--- src/rtl/reg_file_pkg.sv ---
// reg_file_pkg: shared types and sizing for the integer register file and its scoreboard.
package reg_file_pkg;
    typedef logic [31:0] data_t;
    typedef logic [4:0]  reg_idx_t;
    localparam data_t NULL     = '0;
    localparam int    RF_NREG  = 32;
    localparam int    RF_CNT_W = 2;
endpackage

--- src/rtl/sb_counter.sv ---
// sb_counter: saturating pending-write counter for one register, flags protocol violations.
module sb_counter
    import reg_file_pkg::*;
#(
    parameter int CNT_W = RF_CNT_W
) (
    input  logic       clk,
    input  logic       rst_n,
    input  logic       inc,
    input  logic [1:0] dec,
    output logic       zero,
    output logic       one,
    output logic       err
);
    localparam int W   = CNT_W + 1;
    localparam int MAX = 2 ** CNT_W - 1;

    logic [CNT_W-1:0] cnt, cnt_next;
    logic [W-1:0]     sum, dw, diff;
    logic             under, over;

    // Evaluate inc and dec together so a simultaneous pair cancels without tripping a bound.
    always_comb begin
        sum      = {1'b0, cnt} + W'(inc);
        dw       = W'(dec);
        diff     = sum - dw;
        under    = dw > sum;
        over     = !under && diff > W'(MAX);
        cnt_next = under ? '0 : over ? CNT_W'(MAX) : diff[CNT_W-1:0];
        err      = under || over || (dec == 2'd2 && cnt < CNT_W'(2));
    end

    always_ff @(posedge clk or negedge rst_n)
        if (!rst_n) cnt <= '0;
        else        cnt <= cnt_next;

    assign zero = cnt == '0;
    assign one  = cnt == CNT_W'(1);
endmodule

--- src/rtl/reg_file.sv ---
// reg_file: x0-x31 register file with writeback bypass and a per-register pending-write
// scoreboard that stalls decode on unresolved sources.
module reg_file
    import reg_file_pkg::*;
#(
    parameter int NREG  = RF_NREG,
    parameter int CNT_W = RF_CNT_W
) (
    input  logic     clk,
    input  logic     rst_n,
    input  reg_idx_t rs1_addr,
    input  reg_idx_t rs2_addr,
    input  logic     rs1_used,
    input  logic     rs2_used,
    output data_t    rs1_data,
    output data_t    rs2_data,
    input  logic     issue_valid,
    input  logic     issue_wr,
    input  reg_idx_t issue_rd,
    input  logic     wb_en,
    input  reg_idx_t wb_rd,
    input  data_t    wb_data,
    input  logic     squash_valid,
    input  reg_idx_t squash_rd,
    output logic     stall,
    output logic     sb_err
);
    data_t           regs [NREG];
    logic [NREG-1:0] zero, one, err;
    logic            issue_ok, haz1, haz2;

    // x0 never has a pending writer, so its flags are constant.
    assign zero[0] = 1'b1;
    assign one[0]  = 1'b0;
    assign err[0]  = 1'b0;

    assign issue_ok = issue_valid && issue_wr && !stall;

    for (genvar g = 1; g < NREG; g++) begin : g_cnt
        sb_counter #(.CNT_W(CNT_W)) u_cnt (
            .clk  (clk),
            .rst_n(rst_n),
            .inc  (issue_ok && issue_rd == reg_idx_t'(g)),
            .dec  ({1'b0, wb_en && wb_rd == reg_idx_t'(g)} +
                   {1'b0, squash_valid && squash_rd == reg_idx_t'(g)}),
            .zero (zero[g]),
            .one  (one[g]),
            .err  (err[g])
        );
    end

    always_ff @(posedge clk or negedge rst_n)
        if (!rst_n) for (int i = 0; i < NREG; i++) regs[i] <= NULL;
        else if (wb_en && wb_rd != '0) regs[wb_rd] <= wb_data;

    assign rs1_data = (!rst_n || rs1_addr == '0) ? NULL :
                      (wb_en && wb_rd == rs1_addr) ? wb_data : regs[rs1_addr];
    assign rs2_data = (!rst_n || rs2_addr == '0) ? NULL :
                      (wb_en && wb_rd == rs2_addr) ? wb_data : regs[rs2_addr];

    // A last outstanding writer retiring this cycle is covered by the bypass.
    assign haz1  = rs1_used && !zero[rs1_addr] && !(one[rs1_addr] && wb_en && wb_rd == rs1_addr);
    assign haz2  = rs2_used && !zero[rs2_addr] && !(one[rs2_addr] && wb_en && wb_rd == rs2_addr);
    assign stall = rst_n && (haz1 || haz2);

    always_ff @(posedge clk or negedge rst_n)
        if (!rst_n)    sb_err <= 1'b0;
        else if (|err) sb_err <= 1'b1;
endmodule
--- config.mk ---
export PLATFORM = sky130hd
export DESIGN_NAME = reg_file
export DESIGN_NICKNAME = d
export VERILOG_FILES = /design/src/rtl/reg_file_pkg.sv /design/src/rtl/sb_counter.sv /design/src/rtl/reg_file.sv
export SDC_FILE = /design/constraint.sdc
export NUM_CORES = 2
export LEC_CHECK = 0
export ABC_AREA = 1
export ABC_CLOCK_PERIOD_IN_PS = 7960
export CAP_MARGIN = 10
export CELL_PAD_IN_SITES_DETAIL_PLACEMENT = 0
export CELL_PAD_IN_SITES_GLOBAL_PLACEMENT = 2
export CORE_ASPECT_RATIO = 0.8
export CORE_MARGIN = 5
export CORE_UTILIZATION = 41
export DETAILED_ROUTE_END_ITERATION = 16
export DONT_BUFFER_PORTS = 1
export MAX_ROUTING_LAYER = met4
export PLACE_DENSITY_LB_ADDON = 0.1
export SLEW_MARGIN = 0
export SYNTH_ARGS = -nofsm -noshare
export SYNTH_HDL_FRONTEND = slang
export SYNTH_SLANG_ARGS = --single-unit
--- constraint.sdc ---
create_clock -name clk -period 7.96 [get_ports clk]
set_input_delay 0.398 -clock clk [delete_from_list [all_inputs] [get_ports clk]]
set_output_delay 0.398 -clock clk [all_outputs]
set_load 0.02 [all_outputs]
# [Yosys cells after proc, flatten, opt, wreduce, memory -nomap -nowiden]
# Cells that the tools add are included.
[word_totals] register_bits=1087 in_bits=65 out_inout_bits=66 elab_cells=806
[classes] add_sub_neg=93 magnitude_cmp=99 n_eq_ne=157 n_mux=83 bitwise=3 n_reduce_logical=307
[op_table] operator="$bwmux W1024" count=1
[op_table] operator="$bmux W32 S5" count=2
[op_table] operator="$mux W32" count=9
[op_table] operator="$eq A5 B5 Y1 const B" count=48
[op_table] operator="$logic_and A1 B1 Y1" count=170
[op_table] operator="$demux W32 S5" count=1
[op_table] operator="$mux W2" count=62
[op_table] operator="$eq A5 B4 Y1 const B" count=24
[op_table] operator="$add A2 B1 Y3" count=31
[op_table] operator="$gt A2 B3 Y1" count=31
[op_table] operator="$gt A3 B2 Y1 const B" count=31
[op_table] operator="$sub A3 B2 Y3" count=31
[op_table] operator="$logic_or A1 B1 Y1" count=65
[op_table] operator="$add A1 B1 Y2" count=31
[op_table] operator="$eq A2 B1 Y1 const B" count=31
[op_table] operator="$eq A2 B2 Y1 const B" count=31
[op_table] operator="$logic_not A2 Y1" count=31
[op_table] operator="$lt A2 B2 Y1 const B" count=31
[op_table] operator="$eq A5 B3 Y1 const B" count=12
[op_table] operator="$logic_not A1 Y1" count=37
[op_table] operator="$reduce_or A31 Y1" count=1
[op_table] operator="$eq A5 B2 Y1 const B" count=6
[op_table] operator="$bmux W1 S5" count=4
[op_table] operator="$ge A6 B6 Y1 const B" count=3
[op_table] operator="other kinds (8)" count=18

# [Longest topological paths before layout]
[logic_depth] word_depth=19 ltp_mapped=29 mapped_depth_nobuf=26

# [Modules after synthesis]
# Synthesis repeated with hierarchy kept, for this count alone.
[hier_totals] hier_cells=9023 hier_area_um2=65710.5
[by_module_without_submodules] module="reg_file" n_inst=1 cells_each=8031 area_each_um2=58379.7 seq_area_each_um2=25649.6
[by_module_without_submodules] module="sb_counter" n_inst=31 cells_each=32 area_each_um2=236.5 seq_area_each_um2=50.0

# [Least setup slack after synthesis]
# Ideal clock, no wire load.
[synth_timing] kind="input to register" startpoint="input rs2_addr[0]" endpoint="register sb_err" setup_ps=133 t_arrival_ps=3446 t_required_ps=7827 path_slack_ps=4381 stages=26 path_buffers=4 path_cell_list="buf_6 inv_2 buf_6 buf_6 o21ai_0 nand3_1 nand3_1 nand3_1 nand3_1 nand2_1 nand3_1 nand2_1 nand2_2 nand2_2 buf_6 nor2_2 ha_1 ha_1 inv_1 fa_1 xnor2_1 nand4_1 nor4_1 nand2_1 nor2_1 nand3_1"
[synth_via] elab_chain_cells=18 word_cells_on_any_way=295 classes_between="add/sub (62); order compare (62); eq/ne (1); mux (4); reduce/logical (166)"
[synth_lines] item="start, declared" line="reg_file.sv:12" rtl="input reg_idx_t rs2_addr,"
[synth_lines] item="$bmux W1 S5" line="reg_file.sv:63" rtl="assign haz2 = rs2_used && !zero[rs2_addr] && !(one[rs2_addr] && wb_en && wb_rd == rs2_addr);"
[synth_lines] item="$mux W1 (not written as such)" line="reg_file.sv:63"
[synth_lines] item="$logic_and A1 B1 Y1 (2 in a row)" line="reg_file.sv:63"
[synth_lines] item="$logic_not A1 Y1" line="reg_file.sv:63"
[synth_lines] item="$logic_and A1 B1 Y1 (*)" line="reg_file.sv:63"
[synth_lines] item="$logic_or A1 B1 Y1 (*)" line="reg_file.sv:64" rtl="assign stall = rst_n && (haz1 || haz2);"
[synth_lines] item="$logic_and A1 B1 Y1 (*)" line="reg_file.sv:64"
[synth_lines] item="$logic_not A1 Y1 (*)" line="reg_file.sv:37" rtl="assign issue_ok = issue_valid && issue_wr && !stall;"
[synth_lines] item="$logic_and A1 B1 Y1 (*)" line="reg_file.sv:37"
[synth_lines] item="$logic_and A1 B1 Y1" line="reg_file.sv:43" rtl=".inc (issue_ok && issue_rd == reg_idx_t'(g)),"
[synth_lines] item="$add A2 B1 Y3" line="sb_counter.sv:24" rtl="sum = {1'b0, cnt} + W'(inc);"
[synth_lines] item="$sub A3 B2 Y3 or $gt A2 B3 Y1 (tied branches)" line="sb_counter.sv:26, sb_counter.sv:27"
[synth_lines] item="$gt A3 B2 Y1 or $logic_not A1 Y1 (tied branches)" line="sb_counter.sv:28" rtl="over = !under && diff > W'(MAX);"
[synth_lines] item="$logic_and A1 B1 Y1" line="sb_counter.sv:28"
[synth_lines] item="$logic_or A1 B1 Y1 (2 in a row)" line="sb_counter.sv:30" rtl="err = under || over || (dec == 2'd2 && cnt < CNT_W'(2));"
[synth_lines] item="$reduce_or A31 Y1 (*)" line="reg_file.sv:68" rtl="else if (|err) sb_err <= 1'b1;"
[synth_lines] item="end signal, assigned" line="reg_file.sv:67" rtl="if (!rst_n) sb_err <= 1'b0;"
[synth_lines] item="end signal, assigned" line="reg_file.sv:68"
[synth_lines] item="end, declared" line="reg_file.sv:26" rtl="output logic sb_err"
# Mark *: on every way between the ends. The rest lies on a longest branch, timed or not. The select of a mux whose other input is x is not followed.
# A chain may end at the register's enable or synchronous reset.

# [Final worst setup path]
# Same ends and word-level chain as after synthesis.

==> flow_summary.toml <==
[die]
ioPinCount = 131
fp.dieH_um = 366.0
die_area_um2 = 166500
num_rows = 130
die_w_um = 454.9
initial_core_util_pct = 41.28
core_area_um2 = 157300

[critical_path]
start_kind = "primary input"
critPathTopFamily = "buffers and inverters"
crit_type = "primary input to flip-flop"
worst_path_max_delay_cell = "inv_8"
arrival_ns = 9.47
end_kind = "flip-flop"
rrSetupSlack_ns = 2.68
crit_chain = "inv_8, o22ai_1, nor2_1, nand3_2, inv_2, nand2_1, nand3_1, nand2_1, nand2_2, nand2_2, buf_4, nor2_2, ha_1, inv_1, fa_1, o31ai_1, nand3_1, nor4_1, nand3_1"
crit_fanout = 764
critPathBufInv = 4
cp.required_ns = 8.59
crit_top_cell = "nand3_1"
slowest_delay_ns = 2.31

[sta]
setup_viol = 19
fin_tns_setup_ns = -9.318
report.final.slew_viol_count = 1412
max_freq_mhz = 113.1
rsz0062_at_grt = "false"
fin_hold_ws_ns = 0.08896
period_share_pct = 111.1
post-route-min-period_ns = 8.841
worst_slack_ns = -0.8806
relSlewSlack_pct = -211.9
worst_pin_slew_ns = 4.679
fin_skew_ns = 0.02953
hold_violations = 0

[cells_and_area]
final_cell_mix = "1916 x o21ai_0, 1777 x nand2_1, 1087 x dfrtp_1, 682 x inv_1, 537 x nand3_1"
final_common_cell = "o21ai_0"
area_growth_pct = 7.045
drive_gt1_share_pct = 4.448
nets = 8433
finalNonFillerCells = 10396

[synth]
synth_cell_type_count = 39
synth_edf_count = 0
synth_area_um2 = 64930
syn_nets = 8977
synthMuxAreaShare_pct = 0
synth_adder_area_share_pct = 4.898
ys_warn_count = 0
ys_seq_elements = 1087
synth_top_family_by_area = "compound AO/OA/AOI/OAI gates"
yosys.area_share.simple_pct = 17.75
syn_area_per_cell_um2 = 7.468
synthFlopType = "dfrtp_1"
yosysSeqAreaShare_pct = 41.89
netlist_instances = 8695
synth_compound_area_share_pct = 25.45
async_flop_share_pct = 100.0
synth_xor_area_share_pct = 0.4316

[routing]
drc = 0
antenna_left = 0
finalWirelength_um = 299300
routedWlPerCell_um = 28.79
drtPass1Iterations = 6
num_vias = 62285
avgViaCountPerCell = 5.991
drtIter0Drc = 8224

[power_and_ir_drop]
p_total_mw = 17.56
ir_drop_mv = 0.2141
power.density_nw_per_um2 = 252.6
p_leak_nw = 30.78

[placed_design]
port_buffers = 0
dpl.cell_count = 10104
place_congestion = 1.004
dp_hpwl_um = 161600

[clock_network]
htreeDepth = 3
cts_resized = 0
clkTransAtPathRegs_ns = 0.07
root_buffer = "clkbuf_16"
cts_tree = "yes"
clock_path_buffers = 3
cts_sinks = 1087
numCtsBuffers = 121
clk_latency_ns = 0.79

[global_route]
grt_overflow_total = 0
grt_usage_pct = 36.01
grt_pass1_wl_um = 428700
antenna_found_initial = 16
grt_pass1_vias = 56951
grt_max_degree = 765

[run]
cap_violations = 0

[status]
status = "finished with violations"
violations = "max-slew violations, negative setup slack"

[min_path]
hp-class = "primary input to flip-flop"
## per-stage QoR
stage | area, µm² | utilization, % | setup WS (ns)
6_report | 69510 | 44.19 | -0.8806
4_1_cts | 69370 | 44.10 | 1.044
2_1_floorplan | 64930 | - | 4.381
3_5_place_dp | 64960 | 41.30 | 2.042
3_3_place_gp | 64960 | 41.30 | 2.178
5_1_grt | 69470 | 44.17 | 0.3023
## layer usage
metal | vias to the layer above | GRT usage (%) | part of all wire, %
met4 | 0 | 11.41 | 3.5
met5 | - | - | 0
met1 | 30555 | 51.12 | 45
met2 | 2979 | 51.85 | 43
met3 | 506 | 6.934 | 8.6
li1 | 28245 | - | -
## final cells by class
cell class | instances | area, µm²
clock inverter | 32 | 361.6
fill | 16141 | 87780
multi-input combinational | 6105 | 31650
clock buffer | 191 | 3691
inverter | 719 | 2755
sequential | 1087 | 27200
timing repair buffer | 117 | 1126
tap | 2112 | 2643
antenna | 33 | 82.58
## worst reg2reg max path: stages, from the launching register on
cell	delay, ns
dfrtp_1	0.50
inv_1	0.25
nand3_1	0.15
nand3_1	0.14
nand2_1	0.10
nand2_1	0.06
nand3_1	0.13
nand2_1	0.07
inv_1	0.05
nand2_1	0.04
nand2_1	0.06
nand3_1	0.07
nand2_1	0.09
nand2_2	0.06
nand2_2	0.43
buf_4	0.50
nor2_2	0.08
ha_1	0.21
inv_1	0.09
fa_1	0.43
o31ai_1	0.61
nand3_1	0.18
nor4_1	0.70
nand3_1	0.14
## final timing paths
path | to | from | cells past startpoint
setup / recovery | sb_err | rs2_addr[0] | 19
hold / removal | regs[630] | wb_data[22] | 2
setup reg to reg | sb_err | g_cnt[7].u_cnt.cnt[1] | 23
hold reg to reg | regs[1018] | regs[1018] | 0
max in group asynchronous | regs[813] | rst_n | 6
min in group asynchronous | regs[885] | rst_n | 2
## flip-flops by register name (all words and copies together), names as in the netlist
signal / count
g_cnt.u_cnt.cnt: 62
regs: 1024
sb_err: 1
## logic make-up after synthesis
logic type	after synthesis
flops	1087
compound gates	3013
simple gates	2843
fa+ha+maj	217
xor+xnor	32
buf+inv	1503
## cells in the mapped netlist, types with 42 or more instances
master     count  share of area (%)
a21oi_1      510                3.9
buf_1         42               0.24
buf_2        268                2.1
clkbuf_1     427                2.5
dfrtp_1     1087                 42
fa_1          62                1.9
ha_1         155                3.0
inv_1        689                4.0
nand2_1     1777                 10
nand3_1      538                4.1
nor2_1       449                2.6
o2111ai_1     67               0.90
o211ai_1     257                3.0
o21ai_0     1916                 15
o21ai_1       91               0.70
o221ai_1      96                1.3
## power by group
| part | switching, mW | leakage [nW] | internal (mW) |
|---|---|---|---|
| combinational | 2.68 | 15.3 | 1.42 |
| clock | 2.58 | 2.01 | 3.28 |
| sequential | 0.874 | 13.5 | 6.72 |
| total | 6.14 | 30.8 | 11.4 |
## timing repair
item	in CTS	in global routing
hold endpoints to repair	788	0
setup endpoints to repair	0	0
hold buffers	34	0
setup buffers	0	0
(Power assumes the default switching activity.)
